`config.mk`:
```
export PLATFORM = sky130hd
export DESIGN_NAME = systolic_host
export DESIGN_NICKNAME = d
export VERILOG_FILES = /design/src/rtl/systolic_host_pkg.sv /design/src/rtl/systolic_host_ram.sv /design/src/rtl/systolic_host.sv
export SDC_FILE = /design/constraint.sdc
export NUM_CORES = 1
export LEC_CHECK = 0
export ABC_AREA = 1
export CAP_MARGIN = 5
export CORE_MARGIN = 1.5
export CORE_UTILIZATION = 50
export CTS_BUF_LIST = sky130_fd_sc_hd__clkbuf_16
export DETAILED_ROUTE_END_ITERATION = 8
export GPL_TIMING_DRIVEN = 0
export PLACE_DENSITY = 0.74
export SYNTH_ARGS = -nofsm -noshare
export SYNTH_HDL_FRONTEND = slang
export SYNTH_HIERARCHICAL = 1
export SYNTH_SLANG_ARGS = --single-unit
```
`constraint.sdc`:
```
create_clock -name clk_i -period 10.95 [get_ports clk_i]
set_clock_uncertainty 0.15 [all_clocks]
set_input_delay 1.6425 -clock clk_i [delete_from_list [all_inputs] [get_ports clk_i]]
set_output_delay 1.6425 -clock clk_i [all_outputs]
set_load 0.01 [all_outputs]
```
`src/rtl/systolic_host_pkg.sv`:
```
// systolic_pkg -- shared types and sizing helpers for the systolic array host.
//
// Contents:
//   state_e   : one-hot host FSM state encoding
//   ops_f     : operand buffer depth, steps * (columns + rows)
//   macs_f    : result buffer depth, columns * rows
//   addr_w_f  : address width for a buffer of n entries (never below 1 bit)
package systolic_pkg;

  typedef enum logic [5:0] {
    IDLE    = 6'b000001,
    SEND    = 6'b000010,
    WAIT    = 6'b000100,
    FLUSH   = 6'b001000,
    COLLECT = 6'b010000,
    DONE    = 6'b100000
  } state_e;

  function automatic int ops_f(input int cols, input int rows, input int steps);
    return steps * (cols + rows);
  endfunction

  function automatic int macs_f(input int cols, input int rows);
    return cols * rows;
  endfunction

  function automatic int addr_w_f(input int n);
    return (n > 1) ? $clog2(n) : 1;
  endfunction

endpackage

```
`src/rtl/systolic_host_ram.sv`:
```
// systolic_host_ram -- simple buffer with one synchronous write port and one
// asynchronous (combinational) read port. Contents are never reset.
//
// Ports:
//   clk_i    : clock
//   we_i     : write enable
//   waddr_i  : write address
//   wdata_i  : write data
//   raddr_i  : read address
//   rdata_o  : read data, combinational from raddr_i
module systolic_host_ram #(
  parameter int width_p  = 32,
  parameter int depth_p  = 4,
  parameter int addr_w_p = 2
) (
  input  logic                clk_i,
  input  logic                we_i,
  input  logic [addr_w_p-1:0] waddr_i,
  input  logic [width_p-1:0]  wdata_i,
  input  logic [addr_w_p-1:0] raddr_i,
  output logic [width_p-1:0]  rdata_o
);

  logic [width_p-1:0] mem_r [depth_p];

  always_ff @(posedge clk_i) begin
    if (we_i) mem_r[waddr_i] <= wdata_i;
  end

  assign rdata_o = mem_r[raddr_i];

endmodule

```
`src/rtl/systolic_host.sv`:
```
// systolic_host -- host-side sequencer for a systolic array.
//
// Operands are written into a local buffer while idle, streamed to the array
// on a valid/ready link, the host then waits for the array to go busy and
// idle again, pulses a flush, collects MACS results from a valid/yumi link
// into a result buffer, and pulses done. Results are readable combinationally
// through res_addr_i/res_data_o.
//
// Ports:
//   clk_i, reset_n_i        : clock, asynchronous active-low reset
//   en_i                    : global enable, low freezes all state
//   op_we_i/op_addr_i/op_data_i : operand buffer write (honoured only in IDLE)
//   start_i                 : start request (honoured only in IDLE)
//   busy_o, done_o          : not-idle status, one-cycle completion pulse
//   valid_o/data_o/ready_i  : operand stream to the array
//   flush_o                 : one-cycle array flush request
//   valid_i/data_i/yumi_o   : result stream from the array
//   array_busy_i            : array compute in progress
//   res_addr_i/res_data_o   : combinational result read
//   error_o                 : sticky WAIT timeout flag (SYSTOLIC_HOST_TIMEOUT_EN only)
//
// Build option: define SYSTOLIC_HOST_TIMEOUT_EN to bound WAIT to wait_max_p
// cycles; on expiry the host flushes anyway and raises error_o until reset.
module systolic_host
  import systolic_pkg::*;
#(
  parameter int width_p        = 32,
  parameter int array_width_p  = 2,
  parameter int array_height_p = 2,
  parameter int steps_p        = 1,
  parameter int wait_max_p     = 64
) (
  input  logic clk_i,
  input  logic reset_n_i,
  input  logic en_i,
  input  logic op_we_i,
  input  logic [addr_w_f(ops_f(array_width_p, array_height_p, steps_p))-1:0] op_addr_i,
  input  logic [width_p-1:0] op_data_i,
  input  logic start_i,
  output logic busy_o,
  output logic done_o,
  output logic valid_o,
  output logic [width_p-1:0] data_o,
  input  logic ready_i,
  output logic flush_o,
  input  logic valid_i,
  input  logic [width_p-1:0] data_i,
  output logic yumi_o,
  input  logic array_busy_i,
`ifdef SYSTOLIC_HOST_TIMEOUT_EN
  output logic error_o,
`endif
  input  logic [addr_w_f(macs_f(array_width_p, array_height_p))-1:0] res_addr_i,
  output logic [width_p-1:0] res_data_o
);

  localparam int OPS    = ops_f(array_width_p, array_height_p, steps_p);
  localparam int MACS   = macs_f(array_width_p, array_height_p);
  localparam int OP_AW  = addr_w_f(OPS);
  localparam int RES_AW = addr_w_f(MACS);

  localparam logic [OP_AW-1:0]  SEND_LAST = OP_AW'(OPS - 1);
  localparam logic [RES_AW-1:0] RES_LAST  = RES_AW'(MACS - 1);

  if (wait_max_p < 1) begin : g_wait_max_chk
    $error("systolic_host: wait_max_p must be at least 1");
  end

  state_e             state_r;
  logic [OP_AW-1:0]   send_cnt_r;
  logic [RES_AW-1:0]  res_cnt_r;
  logic               seen_busy_r;

`ifdef SYSTOLIC_HOST_TIMEOUT_EN
  localparam int WAIT_W = addr_w_f(wait_max_p);
  localparam logic [WAIT_W-1:0] WAIT_LAST = WAIT_W'(wait_max_p - 1);
  logic [WAIT_W-1:0]  wait_cnt_r;
  logic               error_r;
`endif

  logic op_we;
  logic res_we;

  // Buffer writes obey en_i like every other piece of state.
  assign op_we  = (state_r == IDLE)    && op_we_i && en_i;
  assign res_we = (state_r == COLLECT) && valid_i && en_i;

  always_ff @(posedge clk_i or negedge reset_n_i) begin
    if (!reset_n_i) begin
      state_r     <= IDLE;
      send_cnt_r  <= '0;
      res_cnt_r   <= '0;
      seen_busy_r <= 1'b0;
`ifdef SYSTOLIC_HOST_TIMEOUT_EN
      wait_cnt_r  <= '0;
      error_r     <= 1'b0;
`endif
    end else if (en_i) begin
      case (state_r)
        IDLE: begin
          if (start_i) begin
            state_r     <= SEND;
            send_cnt_r  <= '0;
            res_cnt_r   <= '0;
            seen_busy_r <= 1'b0;
`ifdef SYSTOLIC_HOST_TIMEOUT_EN
            wait_cnt_r  <= '0;
`endif
          end
        end
        SEND: begin
          // Counter parks on the last index rather than wrapping.
          if (ready_i) begin
            if (send_cnt_r == SEND_LAST) state_r    <= WAIT;
            else                         send_cnt_r <= send_cnt_r + OP_AW'(1);
          end
        end
        WAIT: begin
          // The array must be seen busy first so a slow start is not
          // mistaken for completion.
          if (array_busy_i)     seen_busy_r <= 1'b1;
          else if (seen_busy_r) state_r     <= FLUSH;
`ifdef SYSTOLIC_HOST_TIMEOUT_EN
          if (wait_cnt_r == WAIT_LAST) begin
            state_r <= FLUSH;
            error_r <= 1'b1;
          end else begin
            wait_cnt_r <= wait_cnt_r + WAIT_W'(1);
          end
`endif
        end
        FLUSH: state_r <= COLLECT;
        COLLECT: begin
          if (valid_i) begin
            if (res_cnt_r == RES_LAST) state_r   <= DONE;
            else                       res_cnt_r <= res_cnt_r + RES_AW'(1);
          end
        end
        DONE:    state_r <= IDLE;
        default: state_r <= IDLE;
      endcase
    end
  end

  assign busy_o  = (state_r != IDLE);
  assign valid_o = (state_r == SEND);
  assign flush_o = (state_r == FLUSH);
  assign done_o  = (state_r == DONE);
  assign yumi_o  = (state_r == COLLECT) && valid_i;
`ifdef SYSTOLIC_HOST_TIMEOUT_EN
  assign error_o = error_r;
`endif

  systolic_host_ram #(
    .width_p  (width_p),
    .depth_p  (OPS),
    .addr_w_p (OP_AW)
  ) u_op_ram (
    .clk_i   (clk_i),
    .we_i    (op_we),
    .waddr_i (op_addr_i),
    .wdata_i (op_data_i),
    .raddr_i (send_cnt_r),
    .rdata_o (data_o)
  );

  systolic_host_ram #(
    .width_p  (width_p),
    .depth_p  (MACS),
    .addr_w_p (RES_AW)
  ) u_res_ram (
    .clk_i   (clk_i),
    .we_i    (res_we),
    .waddr_i (res_cnt_r),
    .wdata_i (data_i),
    .raddr_i (res_addr_i),
    .rdata_o (res_data_o)
  );

endmodule

```
# ---- Word level (Yosys, flattened, before mapping)
# Memories as Yosys holds them, arrays and structs flattened.
# Index checks and enable logic that the tools add are counted.
dict set report op_classes {
  add_sub_neg 2
  n_mux 22
  eq_ne 19
  n_reduce_logical 11
}
# cell n
set op_table {}
lappend op_table {{$mux 6} 7}
lappend op_table {{$pmux 6 s5} 1}
lappend op_table {{$ne 2x2->1 const B} 7}
lappend op_table {{$mux 2} 5}
lappend op_table {{$reduce_and 5->1} 2}
lappend op_table {{$pmux 2 s2} 2}
lappend op_table {{$reduce_and 8->1} 1}
lappend op_table {{$eq 6x1->1 const B} 1}
lappend op_table {{$eq 6x2->1 const B} 1}
lappend op_table {{$eq 6x3->1 const B} 1}
lappend op_table {{$eq 6x4->1 const B} 1}
lappend op_table {{$eq 6x5->1 const B} 1}
lappend op_table {{$eq 6x6->1 const B} 1}
lappend op_table {{$mux 1} 6}
lappend op_table {{$ne 2x1->1 const B} 3}
lappend op_table {{$ne 6x1->1 const B} 1}
lappend op_table {{$reduce_bool 2->1} 3}
lappend op_table {{$add 2x1->2 const B} 2}
lappend op_table {{$eq 2x2->1 const B} 2}
lappend op_table {{$logic_and 1x1->1} 4}
lappend op_table {{$reduce_and 4->1} 1}
lappend op_table {{$pmux 1 s2} 1}
dict set report word_totals {
  in_bits 76
  mem_bits_rw 256
  output_inout_bits 69
  n_memories 2
  elab_cells 60
  reg_bits 11
}
# memory depth word_bits rd rd_clocked_by_memory_dff write_ports line_no
set memory_table {}
lappend memory_table {u_op_ram.mem_r 4 32 1 0 1 systolic_host_ram.sv:24} ;# logic [width_p-1:0] mem_r [depth_p];
lappend memory_table {u_res_ram.mem_r 4 32 1 0 1 systolic_host_ram.sv:24}

# ---- Logic depth before layout (Yosys ltp)
dict set report depth {
  word_depth 5
  ltp_mapped 8
  mapped_depth_nobuf 8
}

# ---- Hierarchy
# The synthesis kept the hierarchy.
# mod cells_each instances area_per_inst_um2
set by_module_without_submodules {}
lappend by_module_without_submodules {systolic_host_ram 509 2 5437.7}
lappend by_module_without_submodules {systolic_host 104 1 775.7}

# ---- Worst setup path before layout
# No wires, ideal clock.
dict set report synth_path {
  path_kind {input to register}
  from {in valid_i}
  to {mem u_res_ram.mem_r[1][0], enable pin}
  arrival_ns 4.159
  required_ns 10.339
  stages 4
  setup_time_ns 0.461
  path_slack_ns 6.180
  path_cell_list {inv_1 > nor3_1 > inv_1 > nor3_1}
}
dict set report synth_via {
  elab_chain_len 4
}
# item line_no
set synth_lines {}
lappend synth_lines {{start: declaration} systolic_host.sv:46} ;# input logic valid_i,
lappend synth_lines {{$logic_and 1x1->1 (2 in a row)} systolic_host.sv:86} ;# assign res_we = (state_r == COLLECT) && valid_i && en_i;
lappend synth_lines {{named net res_we} systolic_host.sv:82} ;# logic res_we;
lappend synth_lines {{$mux 1} systolic_host_ram.sv:27} ;# if (we_i) mem_r[waddr_i] <= wdata_i;
lappend synth_lines {{$mux 1 (implied by the code)} systolic_host_ram.sv:27}
lappend synth_lines {{end: declaration} systolic_host_ram.sv:24}
# The timed path passes the listed nets, and every way through them passes these cells.

# ---- Worst setup path in the final report
dict set report layout_path {
  from {in res_addr_i[0]}
  to {out res_data_o[29]}
}
dict set report layout_via {
  elab_chain_len 1
}
# item line_no
set layout_lines {}
lappend layout_lines {{start: declaration} systolic_host.sv:53} ;# input logic [addr_w_f(macs_f(array_width_p, array_height_p))-1:0] res_addr_i,
lappend layout_lines {{$mem_v2 4x32} -}
lappend layout_lines {{end: declaration} systolic_host.sv:54} ;# output logic [width_p-1:0] res_data_o
# No other way between the ends.

==> summary.txt <==
Peak VDD IR -> 171 uV
drt wl/cell -> 14.6 um
period utilization -> 0.464
most frequent cells in the layout -> nand2_1, inv_1, edfxtp_1
final wirelength -> 24.1 mm
Worst path slowest cell -> clkdlybuf4s50_1
CP arrival -> 3290 ps
postcts setup bufs -> 0
Reg power frac -> 0.433
nets -> 1397
number of global-route vias before repair -> 7839
CTS buffer count -> 27
Worst R2R Path Depth -> 9
worst setup path class -> in2out
pwr/cell area -> 184 nW/um^2
Root Buffer Master -> clkbuf_16
Slew Limit Headroom -> 0.339
Worst setup SP type -> input port
die span in y -> 156 um
Hold EP -> state_r[0]
sw power -> 763 uW
Slew Limit Fails -> 0
drt via density -> 4.76
Largest stage delay, worst path -> 520 ps
most common cell after layout, fill and taps aside -> nand2_1
first-pass GRT wire length -> 38.4 mm
worst min-delay path startpoint -> state_r[0]
Area growth syn-to-layout -> 25.5%
Die ar. -> 24200 sq um
# diodes -> 0
DRT iter0 DRCs -> 377
P_int -> 1940 uW
mean post-synth cell area -> 10.4 sq um
Combinational Power Share -> 0.250
fmax -> 0.197 GHz
status -> complete, no violations
total stage count of the critical path -> 7
pin count of the biggest net entering global routing -> 16
Finished Cell Area -> 14600 sq um
r2r setup slk -> 8110 ps
syn_nets -> 1200
MaxCap Viol Count -> 0
sw frac -> 0.283
Core Rows -> 55
Syn. warnings -> 6
core area -> 22800 sq um
number of synthesized register bits -> 267
sum of negative setup slack -> 0 ps
worst reg2reg path endpoint -> u_res_ram/mem_r[0][9]
GP Congestion -> 0.820
Setup crit end kind -> primary output
via count -> 7865
Final ANT Viol Nets -> 0
Clock Tree Buf Depth -> 3
fin worst setup slack -> 5860 ps
Clock power frac -> 0.317
CTS Sinks -> 267
grt total ovfl -> 0
cell depth of the worst min-delay path -> 2
initial antenna violation count -> 0
post-synth cell types -> 25
Critical R2R Launch -> state_r[1]
GRT Resource Usage Total -> 0.203
RSZ-0062 raised after global routing -> false
H-tree depth -> 1
worst-path cell chain -> clkdlybuf4s50_1 -> buf_4 -> buf_4 -> nand2_1 -> nand3_1 -> nand2_1 -> clkdlybuf4s50_1
Detail Placement HPWL -> 16.6 mm
port bufs -> 143
final hold vios -> 0
initial core utilization -> 0.512
Seq/Total Area, Yosys -> 0.684
Setup violations, final -> 0
Worst-path clk slew -> 60 ps
crit path buf inv count -> 4
DP Area -> 13800 sq um
Slew @ Worst Pin -> 986 ps
TritonCTS clock tree -> done
pre-CTS WS -> 5870 ps
Worst EP required -> 9160 ps
# IOs -> 145
Remaining DRCs -> 0
post_cts resized -> 0
layout cells sized above 1 -> 0.0970
synthesized cell area -> 11700 sq um
CP Max Fanout -> 10
Hold-fix buffers, CTS -> 0
worst skew pair latency -> 520 ps
Leakage -> 0.00654 uW
Syn Inst Count -> 1122
CP top delay family -> buffers and inverters
type of the worst min-delay path -> reg2reg
Min Clock Period, post-route -> 5090 ps
Filler cells -> 1723
Die W -> 156 um
Detailed Routing Iterations Pass 1 -> 5
## layout make-up
cell class,instances,area [sq um],area share
Sequential cell,267,7960,0.544
Multi-Input combinational cell,533,2360,0.161
Timing Repair Buffer,168,1710,0.117
Inverter,282,1060,0.0724
Clock buffer,27,676,0.0462
Tap cell,313,392,0.0268
Buffer,40,308,0.0210
Clock inverter,23,163,0.0111
## cells in the mapped netlist, drive strengths merged
cell type | count | area share
nor3 | 9 | 0.0039
nand4 | 6 | 0.0032
nand2 | 353 | 0.11
dfstp | 1 | 0.0023
nand3 | 142 | 0.063
edfxtp | 256 | 0.66
dfrtp | 10 | 0.021
nand3b | 1 | 0.00064
inv | 281 | 0.091
o21ai | 3 | 0.0016
ha | 2 | 0.0021
nor2 | 16 | 0.0086
a21oi | 1 | 0.0014
buf | 40 | 0.026
clkinv | 1 | 0.00032
## registers in the layout, summed over array words and instances, names as in the netlist
register / count
u_op_ram/mem_r: 128
u_res_ram/mem_r: 128
state_r: 6
res_cnt_r: 2
send_cnt_r: 2
seen_busy_r: 1
## worst max path at each step
stage,to,start,slack (ps)
6_report,res_data_o[29],res_addr_i[0],5860
5_1_grt,res_data_o[3],res_addr_i[0],5770
4_1_cts,res_data_o[29],res_addr_i[0],5860
3_5_place_dp,res_data_o[29],res_addr_i[0],5870
3_3_place_gp,u_res_ram/mem_r[0][9],valid_i,3790
2_1_floorplan,u_res_ram/mem_r[1][0],valid_i,6180
## through the flow
stage               hold slack, ps  std cells  utilization  power [uW]
global placement               311       1578        0.592        1850
floorplan                      297       1122            -        1550
finish                         337       1653        0.642        2700
CTS                            339       1653        0.642        2720
global route                   394       1653        0.642        2820
detailed placement             330       1603        0.605        1870
## metal layers
metal / share of wire / track usage
met5: 0 / 0
met4: 0.015 / 0.0535
met3: 0.076 / 0.0425
met2: 0.51 / 0.374
met1: 0.39 / 0.239
## power by group through the flow
stage               clock, uW  sequential, uW  combinational, uW
floorplan                   0            1190                364
global placement            0            1190                658
detailed placement          0            1190                675
CTS                       873            1170                681
global route              913            1170                739
finish                    854            1170                675
## kinds of logic (layout without fill, tap and decap cells)
| group | Yosys count | in the layout | synth area share |
|---|---|---|---|
| DFF | 267 | 267 | 0.684 |
| adders and majority gates | 2 | 2 | 0.00215 |
| buffers and inverters | 322 | 540 | 0.117 |
| AOI/OAI and AO/OA | 4 | 4 | 0.00301 |
| and+or+nand+nor | 527 | 527 | 0.194 |
## worst register-to-register path, delay by kind of cell (launching register included)
family / cells / cell delay [ps]
flops: 1 / 410
simple gates: 4 / 1180
buf+inv: 5 / 840
Power figures use the tool's default switching activity.
